### config.mk
export PLATFORM = sky130hd
export DESIGN_NAME = piso_serializer_flat
export DESIGN_NICKNAME = d
export VERILOG_FILES = /design/src/rtl/piso_serializer_pkg.sv /design/src/rtl/piso_serializer_if.sv /design/src/rtl/piso_bit_counter.sv /design/src/rtl/piso_serializer.sv /design/src/flat_wrapper.sv
export SDC_FILE = /design/constraint.sdc
export NUM_CORES = 1
export LEC_CHECK = 0
export ABC_AREA = 1
export CAP_MARGIN = 20
export CORE_MARGIN = 2
export CORE_UTILIZATION = 45
export DETAILED_ROUTE_END_ITERATION = 6
export GPL_ROUTABILITY_DRIVEN = 0
export PLACE_DENSITY = 0.71
export SYNTH_ARGS = -nofsm -noshare
export SYNTH_HDL_FRONTEND = slang
export SYNTH_SLANG_ARGS = --single-unit
export TNS_END_PERCENT = 100
### constraint.sdc
create_clock -name clk -period 2.7 [get_ports clk]
set_clock_uncertainty 0.05 [all_clocks]
set_input_delay 0.54 -clock clk [delete_from_list [all_inputs] [get_ports clk]]
set_output_delay 0.54 -clock clk [all_outputs]
set_load 0.03 [all_outputs]
### src/rtl/piso_serializer_pkg.sv
// Shared types and helpers for the serial blocks.
// PISO_PARITY_EN appends an even-parity bit to every frame.
package piso_serializer_pkg;

    typedef enum logic {
        ST_IDLE  = 1'b0,
        ST_SHIFT = 1'b1
    } state_t;

`ifdef PISO_PARITY_EN
    localparam int PAR_BITS = 1;
`else
    localparam int PAR_BITS = 0;
`endif

    function automatic int clog2(input int v);
        int r;
        r = 0;
        while ((1 << r) < v) r++;
        return r;
    endfunction

endpackage

### src/rtl/piso_serializer_if.sv
// Load handshake and serial output bundle of the serializer.
interface piso_serializer_if #(
    parameter int WIDTH = 32
);
    logic             load_valid;
    logic             load_ready;
    logic [WIDTH-1:0] load_data;
    logic             shift_en;
    logic             out;
    logic             out_valid;
    logic             out_last;

    modport master (
        output load_valid, load_data, shift_en,
        input  load_ready, out, out_valid, out_last
    );

    modport slave (
        input  load_valid, load_data, shift_en,
        output load_ready, out, out_valid, out_last
    );
endinterface

### src/rtl/piso_bit_counter.sv
// Bit position counter: clear on load, count on enable, flag at LAST.
module piso_bit_counter #(
    parameter int CW   = 6,
    parameter int LAST = 31
) (
    input  logic          clk,
    input  logic          reset,
    input  logic          clr,
    input  logic          en,
    output logic [CW-1:0] cnt,
    output logic          tc
);

    always_ff @(posedge clk) begin
        if (!reset) begin
            cnt <= '0;
        end else if (clr) begin
            cnt <= '0;
        end else if (en) begin
            cnt <= cnt + CW'(1);
        end
    end

    assign tc = (cnt == CW'(LAST));

endmodule

### src/rtl/piso_serializer.sv
// Parallel-in serial-out shifter with load handshake and frame counter.
// Define PISO_PARITY_EN to append an even-parity bit to each frame.
module piso_serializer
    import piso_serializer_pkg::*;
#(
    parameter int WIDTH     = 32,
    parameter int MSB_FIRST = 0,
    parameter int FCNT_W    = 8
) (
    input  logic              clk,
    input  logic              reset,
    piso_serializer_if.slave  bus,
    output logic [FCNT_W-1:0] frame_cnt
);

    localparam int FLEN = WIDTH + PAR_BITS;
    localparam int LAST = FLEN - 1;
    localparam int CW   = clog2(WIDTH + 1);

    state_t            state;
    logic [FLEN-1:0]   shreg;
    logic [FLEN-1:0]   init;
    logic [FLEN-1:0]   shifted;
    logic [CW-1:0]     cnt;
    logic              tc;
    logic              busy;
    logic              done;
    logic              fire;
    logic              adv;

`ifdef PISO_PARITY_EN
    logic par;
    assign par  = ^bus.load_data;
    // parity always trails the data bits, whichever end shifts out
    assign init = (MSB_FIRST != 0) ? {bus.load_data, par}
                                   : {par, bus.load_data};
`else
    assign init = bus.load_data;
`endif

    assign shifted = (MSB_FIRST != 0) ? {shreg[FLEN-2:0], 1'b0}
                                      : {1'b0, shreg[FLEN-1:1]};

    assign busy = (state == ST_SHIFT);
    assign done = busy & tc & bus.shift_en;
    assign adv  = busy & bus.shift_en & ~tc;
    assign fire = bus.load_valid & bus.load_ready;

    assign bus.load_ready = ~busy | done;
    assign bus.out_valid  = busy;
    assign bus.out_last   = busy & tc;
    assign bus.out        = busy & ((MSB_FIRST != 0) ? shreg[FLEN-1]
                                                     : shreg[0]);

    piso_bit_counter #(
        .CW   (CW),
        .LAST (LAST)
    ) u_cnt (
        .clk   (clk),
        .reset (reset),
        .clr   (fire),
        .en    (adv),
        .cnt   (cnt),
        .tc    (tc)
    );

    always_ff @(posedge clk) begin
        if (!reset) begin
            state     <= ST_IDLE;
            shreg     <= '0;
            frame_cnt <= '0;
        end else begin
            if (done) frame_cnt <= frame_cnt + FCNT_W'(1);
            if (fire) begin
                shreg <= init;
                state <= ST_SHIFT;
            end else if (done) begin
                state <= ST_IDLE;
            end else if (adv) begin
                shreg <= shifted;
            end
        end
    end

endmodule

### src/flat_wrapper.sv
// flat-port wrapper written by rule: the top's interface ports become plain ports
module piso_serializer_flat import piso_serializer_pkg::*;
#(
    parameter int WIDTH     = 32,
    parameter int MSB_FIRST = 0,
    parameter int FCNT_W    = 8
)
  (clk, reset, frame_cnt, bus_load_valid, bus_load_data, bus_shift_en, bus_load_ready, bus_out, bus_out_valid, bus_out_last);
  piso_serializer_if #(.WIDTH(WIDTH)) bus_i ();
  input  logic clk;
  input  logic reset;
  output logic [FCNT_W-1:0] frame_cnt;
  input wire logic [$bits(bus_i.load_valid)-1:0] bus_load_valid;
  input wire logic [$bits(bus_i.load_data)-1:0] bus_load_data;
  input wire logic [$bits(bus_i.shift_en)-1:0] bus_shift_en;
  output wire logic [$bits(bus_i.load_ready)-1:0] bus_load_ready;
  output wire logic [$bits(bus_i.out)-1:0] bus_out;
  output wire logic [$bits(bus_i.out_valid)-1:0] bus_out_valid;
  output wire logic [$bits(bus_i.out_last)-1:0] bus_out_last;
  assign bus_i.load_valid = bus_load_valid;
  assign bus_i.load_data = bus_load_data;
  assign bus_i.shift_en = bus_shift_en;
  assign bus_load_ready = bus_i.load_ready;
  assign bus_out = bus_i.out;
  assign bus_out_valid = bus_i.out_valid;
  assign bus_out_last = bus_i.out_last;
  piso_serializer #(.WIDTH(WIDTH), .MSB_FIRST(MSB_FIRST), .FCNT_W(FCNT_W)) u_core (.clk(clk), .reset(reset), .bus(bus_i), .frame_cnt(frame_cnt));
endmodule
==> run summary, run 1 <==
The flow ran to the end, and the final reports show no timing, DRC or antenna violations. Across all register-to-register paths, the minimum setup slack is 0.79 ns. The longest individual stage delay on the worst path came out at around 0.45 ns. Of the cells placed in the final design, the portion with a size suffix greater than 1 is 0.0664. The maximum ir drop on the vdd rail came out at 0.251 mV. The tightest min-delay check is of the reg2reg type. The placeable core region came out at about 5200 sq um. The worst setup slack after placement came out at 0.461 ns. The number of buffers inserted by port buffering came out at 47. The highest clock rate is 446 MHz. The die covers between 6000 and 7000 sq um. The x dimension of the die is 78.1 um.

Setup violations remaining at the end of the flow were counted as 0. The post-synthesis cell type count came out at 28. The count of unresolved DRC violations after routing is 0. The number of instances in the synthesized netlist is ~380.

The overall die height is 78.1 um. The setup TNS is 0 ns. After the first detailed-routing iteration, the DRC count stood at 122. The final antenna-violating net count is 0. Of the synthesized area, sequential elements account for 0.380. The number of search-and-repair iterations in the first detailed-routing pass is 4. On the critical path the largest part of the delay comes from buffers and inverters.

After floorplanning, the core was divided into 26 placement rows. The number of failing hold endpoints at the final stage came out at 0. In this run the cell area of the synthesized design comes to 2470 sq um.

The number of antenna violations at the first check in global routing is 0. Summed over all cells, the static leakage comes to 1.40 nW. The startpoint identified for the worst register-to-register timing path is u_core.u_cnt.cnt[0].

The post-layout net count is approximately 460. The fraction of post-synthesis cell area in the top cell type by area is 0.380. The post-synth net total is 419. The relative area change from synthesis to final layout came out at 25.2%. The via count of the first global-routing pass is 2,264. The effective utilization at floorplan came out at 0.475.

The cell at the slowest stage of the critical path is clkdlybuf4s50_1. The global-route wire length before repair is ~9500 um. The final critical-path setup slack came out at 0.458 ns. The shortest period the worst path allows came out at 2.24 ns. The global-route congestion overflow total came out at 0. The type of element launching the critical path is a primary input. In the final routed layout, each cell accounts on average for 10.7 um. The count of state elements after synthesis is 47. The clock insertion delay at the later pin of the skew report is 0.30 ns. The data arrival time of the worst path is 1.65 ns.

The depth of the worst register-to-register path came out at 7. The cell sitting at the root of the clock tree is a clkbuf_8. The largest net degree at the start of global routing is 38. The transition at the pin with the smallest max-transition slack is 0.627 ns. Max-cap violations in this run came to 0. The global routing usage summed across all routing layers came out at 0.185. In this run, placement finished with an instance count of 484. The buffering stage count on the worst path with inverters included came out at 3.

Yosys printed 0 warnings. The post-synthesis average cell area is 6.49 sq um. The clock tree from TritonCTS is done.

Buffers inserted to repair hold after CTS numbered 0. The cell depth of the worst hold path came out at 2. The highest net fanout along the worst path is 12. Once detailed placement completed, the half-perimeter wirelength came to 3600 um.

The number of vias after detailed routing came out at 2,430. The clock edge transition at the registers on the reported setup and hold paths is 0.09 ns. The aggregate routed wire length is 5250 um.

The critical path goes through clkdlybuf4s50_1 > nand2_1 > inv_2 > nand3_4 > nand2_4 > buf_4. The worst endpoint required time came out at 2.11 ns. The mean number of vias per cell is 4.94.

By startpoint and endpoint, the worst setup path is classified as in2out. The startpoint identified for the worst hold timing path is u_core.shreg[31]. The remaining max-slew budget at the tightest pin came out at 0.581. The leading area contributor after synthesis is dfxtp_1. The number of clock buffers added by TritonCTS is 5. The power density relative to cell area came out at 501 nW/um^2. The count of clock tree sinks came out at 47.

STA classifies the critical path endpoint as a primary output. The I/O pin count is 48. The H-tree was split into 2 levels. The number of antenna diodes in the final layout is 0.

The largest buffer count on any clock path came out at 2. The tightest hold margin is ~0.44 ns. Leaving out filler cells and counting taps, the final layout contains ~490. The count of pins over their slew limit came out at 0. The capture endpoint of the worst hold path is u_core.shreg[31].

The final cycle utilization of the critical path is 0.830. Yosys attributes the largest share of cell area to dfxtp_1 38%, nand2_1 19%, nand3_1 14%. Setup repair after global routing left no endpoint under its margin. The count of filler cells inserted in the layout came out at 515. The endpoint identified for the worst register-to-register timing path is u_core.shreg[6].
[cells by family after synthesis]
group                    count (synthesis)  synth area share
AO/OA/AOI/OAI                           51             0.107
XOR/XNOR                                 4            0.0142
adder cells (fa/ha/maj)                  2            0.0101
buffers and inverters                   71             0.123
flip-flops                              47             0.380
AND/OR/NAND/NOR                        206             0.366
[routing by layer]
metal	part of all wire	GRT usage
met5	0	0
met1	0.46	0.229
met4	0.0088	0.0509
met3	0.045	0.0368
met2	0.49	0.328
[how the worst max path moves through the flow]
stage / cells after the start / slack [ns] / from / end
after floorplan: 5 / 0.79 / u_core.bus.out_valid / bus_load_ready
after global placement: 6 / 0.46 / bus_shift_en / bus_load_ready
after detailed placement: 6 / 0.46 / bus_shift_en / bus_load_ready
after CTS: 6 / 0.15 / u_core.u_cnt.cnt[0] / bus_out_last
after global routing: 6 / 0.35 / u_core.u_cnt.cnt[0] / bus_out_last
final: 6 / 0.46 / bus_shift_en / bus_load_ready
[cell usage after synthesis]
cell type / number
nand2_1: 123
nand3_1: 67
dfxtp_1: 47
a21oi_1: 45
inv_1: 44
buf_2: 12
clkbuf_1: 8
nor2_1: 6
buf_6: 3
inv_2: 3
o21ai_0: 3
ha_1: 2
xnor2_1: 2
xor2_1: 2
a21oi_2: 1
and3_1: 1
buf_1: 1
nand2_2: 1
nand2_4: 1
nand3_4: 1
nand3b_1: 1
nand4_1: 1
nor2_2: 1
nor2_4: 1
nor3_1: 1
nor3b_1: 1
o21a_1: 1
o21bai_1: 1
[worst reg2reg max path, stage by stage, from the launching register on]
cell and delay [ns]:
dfxtp_1 0.38, ha_1 0.20, inv_1 0.08, nor2_4 0.17, a21oi_2 0.11, inv_2 0.48, nand3_1 0.18, a21oi_1 0.18
[report_power, final]
part | switching (W) | internal [W]
clock | 0.000237 | 0.000300
sequential | 0.0000236 | 0.000737
combinational | 0.000140 | 0.000115
[through the flow]
stage / total power (W) / area (sq um) / utilization
final: 0.00155 / 3100 / 0.595
after global routing: 0.00164 / 3100 / 0.595
after CTS: 0.00157 / 3090 / 0.594
after detailed placement: 0.00103 / 2980 / 0.572
after global placement: 0.00103 / 2980 / 0.572
after floorplan: 0.000943 / 2470 / -
[timing repair]
item / 4_1_cts / 5_1_grt
buffers inserted: 0 / 0
gates resized for setup: 0 / 1
endpoints found under the hold margin: 0 / 0
setup endpoints to repair: 0 / 1
[cell type report]
type	count	area, sq um	share of cell area
well taps	70	87.6	0.0283
inverters	47	176	0.0570
clock inverters	2	35.0	0.0113
multi-input cells	263	1230	0.397
repair buffers	57	546	0.176
flip-flops and latches	47	941	0.304
clock buffers	6	82.6	0.0267
[registers in the layout (all words and copies together), names as in the netlist]
register              cells
u_core.shreg             32
u_core.frame_cnt          8
u_core.u_cnt.cnt          6
u_core.bus.out_valid      1
[cells in the final DEF, fill, tap and decap left out, drive strengths merged]
cell type / instances
a21oi: 46
o21ai: 3
nand4: 1
clkdlybuf4s50: 45
ha: 2
nor2: 8
nand2: 125
inv: 47
dfxtp: 47
nand3: 68
dlymetal6s2s: 1
bufinv: 1
clkbuf: 6
xor2: 2
buf: 11
o21a: 1
clkinv: 1
nand3b: 1
o21bai: 1
nor3: 1
and3: 1
nor3b: 1
xnor2: 2
(Power assumes the default switching activity.)
==> inputs of run 2 (changes only) <==
- PLACE_DENSITY: 0.71 -> 0.74
- clock period: 2.7 -> 2 ns (I/O delays scaled with it)
==> run 2 against run 1 <==
Final area grew 1.1%. Core utilization grew 0.67 points. Worst setup slack got worse by 0.36 ns. Sequential power up 36%. Final cell count rose by 0.81%. Clock power increased by 6.7%. Global-route usage decreased by 0.86 points. First-iteration DRC count down 3.3%. Via count decreased by 0.45%. Sequential cell count did not move. Clock-buffer cell count is the same. Hold slack worse by 0.0016 ns.
==> run summary, run 2 (synthesis results as in run 1) <==
The flow ran to the end, and the final reports show no timing, DRC or antenna violations. The number of diodes was 0 (unchanged). The total net switching power came out at 0.000523 W (+31%). The highest net fanout along the worst path is 5 (-7). The overall die height came out at 78.1 um (unchanged). The relative area change from synthesis to final layout is 26.6%. The clock insertion delay at the later pin of the skew report is 0.30 ns (about the same). The worst endpoint required time is 1.55 ns (-0.56 ns).

The fraction of final layout cells sized beyond drive strength 1 came out at 0.0845 (+0.0182). The number of antenna violations at the first check in global routing is 0 (unchanged). The effective utilization at floorplan is 0.475 (unchanged). The post-layout net count came out at 464 (+1.1%). The aggregate routed wire length is 5350 um (+1.9%). The number of clock buffers inserted by TritonCTS was 5 (unchanged).

The data arrival time of the worst path came to 1.45 ns (-0.20 ns). The share of total power in the clock network was 0.293 (-0.053). The via count of the first global-routing pass came to 2,081 (-8.1%). The DRC marker count from the first detailed-route iteration is 118 (-3.3%).

The depth of the worst register-to-register path is 7 (unchanged). The count of filler cells inserted in the layout came out at 490 (-4.9%). The maximum level of the CTS H-tree is 2 (unchanged).

The clock edge transition at the registers on the reported setup and hold paths is 0.08 ns (about the same). The number of buffers inserted by port buffering is 47 (unchanged). The routed length per placed instance came out at 10.8 um (+1.1%). The clock tree from TritonCTS is done.

The number of vias after detailed routing is 2,419 (-0.45%). The global-route congestion overflow total came to 0 (unchanged). The highest clock rate came out at 526 MHz. The global-route wire length before repair is 8970 um (-5.4%). The number of placement rows came out at 26 (unchanged).

On the critical path, the stage with the largest delay is an instance of clkdlybuf4s50_1. The count of clock tree sinks is 47 (unchanged). Leaving out fill and tap cells, the most frequent cell in the layout is nand2_1. The largest buffer count on any clock path came to 2 (unchanged). The largest net degree at the start of global routing came out at 56 (+47%). The register share of total power came out at 0.525 (+0.035). Walking the worst path, the cells encountered are clkdlybuf4s50_1.

The path with the worst hold slack has its endpoint at u_core.shreg[17]. The final setup violation count was 0 (unchanged). The worst setup slack after placement is 0.0442 ns (-0.417 ns).

The cell depth of the worst hold path is 2 (unchanged). The longest individual stage delay on the worst path came out at 0.71 ns (+0.26 ns). The flip-flop count of the largest register, all copies and words added is 32 (unchanged). In this run the critical register-to-register path is launched from u_core.u_cnt.cnt[0]. The worst setup path is captured at a primary output.

The mean number of vias per cell is 4.88 (-1.3%). The maximum ir drop on the vdd rail is 0.481 mV (+92%). Ranked by flip-flop count, first place goes to u_core.shreg. The register-to-register setup slack is 0.15 ns (-0.64 ns). The remaining max-slew budget at the tightest pin came out at 0.586 (+0.00485). Leaving out fill and tap cells, the most frequent cells in the layout are 123 x nand2_1, 67 x nand3_1, 45 x a21oi_1, 45 x dfxtp_1. The detailed placer's ending HPWL came out at 3580 um (-0.53%). The power density relative to cell area is 624 nW/um^2 (+25%). The internal portion of total power came to 0.00143 W (+24%).

The number of maximum-capacitance violations is 0 (unchanged). The I/O pin count came out at 48 (unchanged). The min-delay analysis places its worst path in the category reg2reg. The largest registers in the layout are u_core.shreg x32, u_core.frame_cnt x8, u_core.u_cnt.cnt x6. The number of search-and-repair iterations in the first detailed-routing pass is 4 (unchanged).

The tree is rooted in a clkbuf_8. Grouping stages by cell kind, the critical path spends the most delay in buffers and inverters. The launch instance of the worst min-delay path is u_core.shreg[17]. The final antenna-violating net count came to 0 (unchanged). The count of unresolved DRC violations after routing came to 0 (unchanged). The x dimension of the die came out at 78.1 um (unchanged). The worst setup path is launched from a register. The placeable core region is 5200 sq um (unchanged).

The shortest period the worst path allows is 1.90 ns. The number of failing hold endpoints at the final stage came to 0 (unchanged). The portion of total power attributed to combinational logic is 0.183 (+0.019). The setup TNS came out at 0 ns (unchanged).

The static leakage came out at 1.42 nW (+1.3%). The final critical-path setup slack is 0.0978 ns (-0.360 ns). In the finished design, the share of the clock period the worst path needs comes to 0.951. The count of pins over their slew limit was 0 (unchanged). The transition at the pin with the smallest max-transition slack was 0.620 ns (-0.00726 ns).

The switching power as a share of total power came out at 0.267 (+0.00935). Setup repair after global routing left no endpoint under its margin. The buffering stage count on the worst path with inverters included came out at 1 (-2).

The critical path is of the reg2out type. The global routing usage summed across all routing layers was 0.177 (-0.00861). The worst register-to-register path ends at u_core.shreg[20]. The total die area is 6110 sq um (unchanged).
[run 2: routing by layer]
metal / track usage / vias to the layer above / wire length, um
li1: - / 1298 / -
met1: 0.223 / 1067 / 2480
met2: 0.303 / 47 / 2590
met3: 0.0322 / 7 / 225
met4: 0.0579 / 0 / 64
met5: 0 / - / 0
[run 2: cell type report]
class | count | area, sq um | share of cell area
multi-input cells | 263 | 1230 | 0.393
flip-flops and latches | 47 | 943 | 0.301
repair buffers | 62 | 606 | 0.193
inverters | 47 | 176 | 0.0563
well taps | 70 | 87.6 | 0.0280
clock buffers | 6 | 82.6 | 0.0264
clock inverters | 1 | 5.00 | 0.00160
[run 2: repair_timing]
item,in CTS,in global routing
setup buffers,0,3
pin swaps,0,3
endpoints found under the setup margin,1,11
hold buffers,0,0
gates resized for setup,1,3
[run 2: through the flow]
stage,hold WS [ns],cells,utilization,area [sq um],total power [W]
floorplan,0.407,381,-,2470,0.00127
global placement,0.418,486,0.579,3010,0.00140
detailed placement,0.422,486,0.579,3010,0.00140
CTS,0.434,493,0.596,3100,0.00197
global route,0.454,496,0.602,3130,0.00207
finish,0.434,496,0.602,3130,0.00196
[run 2: power by group through the flow]
stage          combinational, W  sequential (W)  clock, W
2_1_floorplan          0.000229         0.00104         0
3_3_place_gp           0.000350         0.00105         0
3_5_place_dp           0.000355         0.00105         0
4_1_cts                0.000356         0.00103  0.000590
5_1_grt                0.000403         0.00103  0.000635
6_report               0.000357         0.00103  0.000573
[run 2: worst max-delay path by stage]
stage | start | endpoint | slack, ns | cells past startpoint
after floorplan | u_core.bus.out_valid | bus_load_ready | 0.23 | 5
after global placement | bus_shift_en | u_core.shreg[20] | 0.06 | 9
after detailed placement | bus_shift_en | u_core.shreg[12] | 0.04 | 9
final | u_core.bus.out_valid | bus_out_valid | 0.1 | 1
after global routing | u_core.u_cnt.cnt[0] | u_core.shreg[24] | 0.01 | 7
after CTS | u_core.bus.out_valid | bus_out | 0.0009 | 3
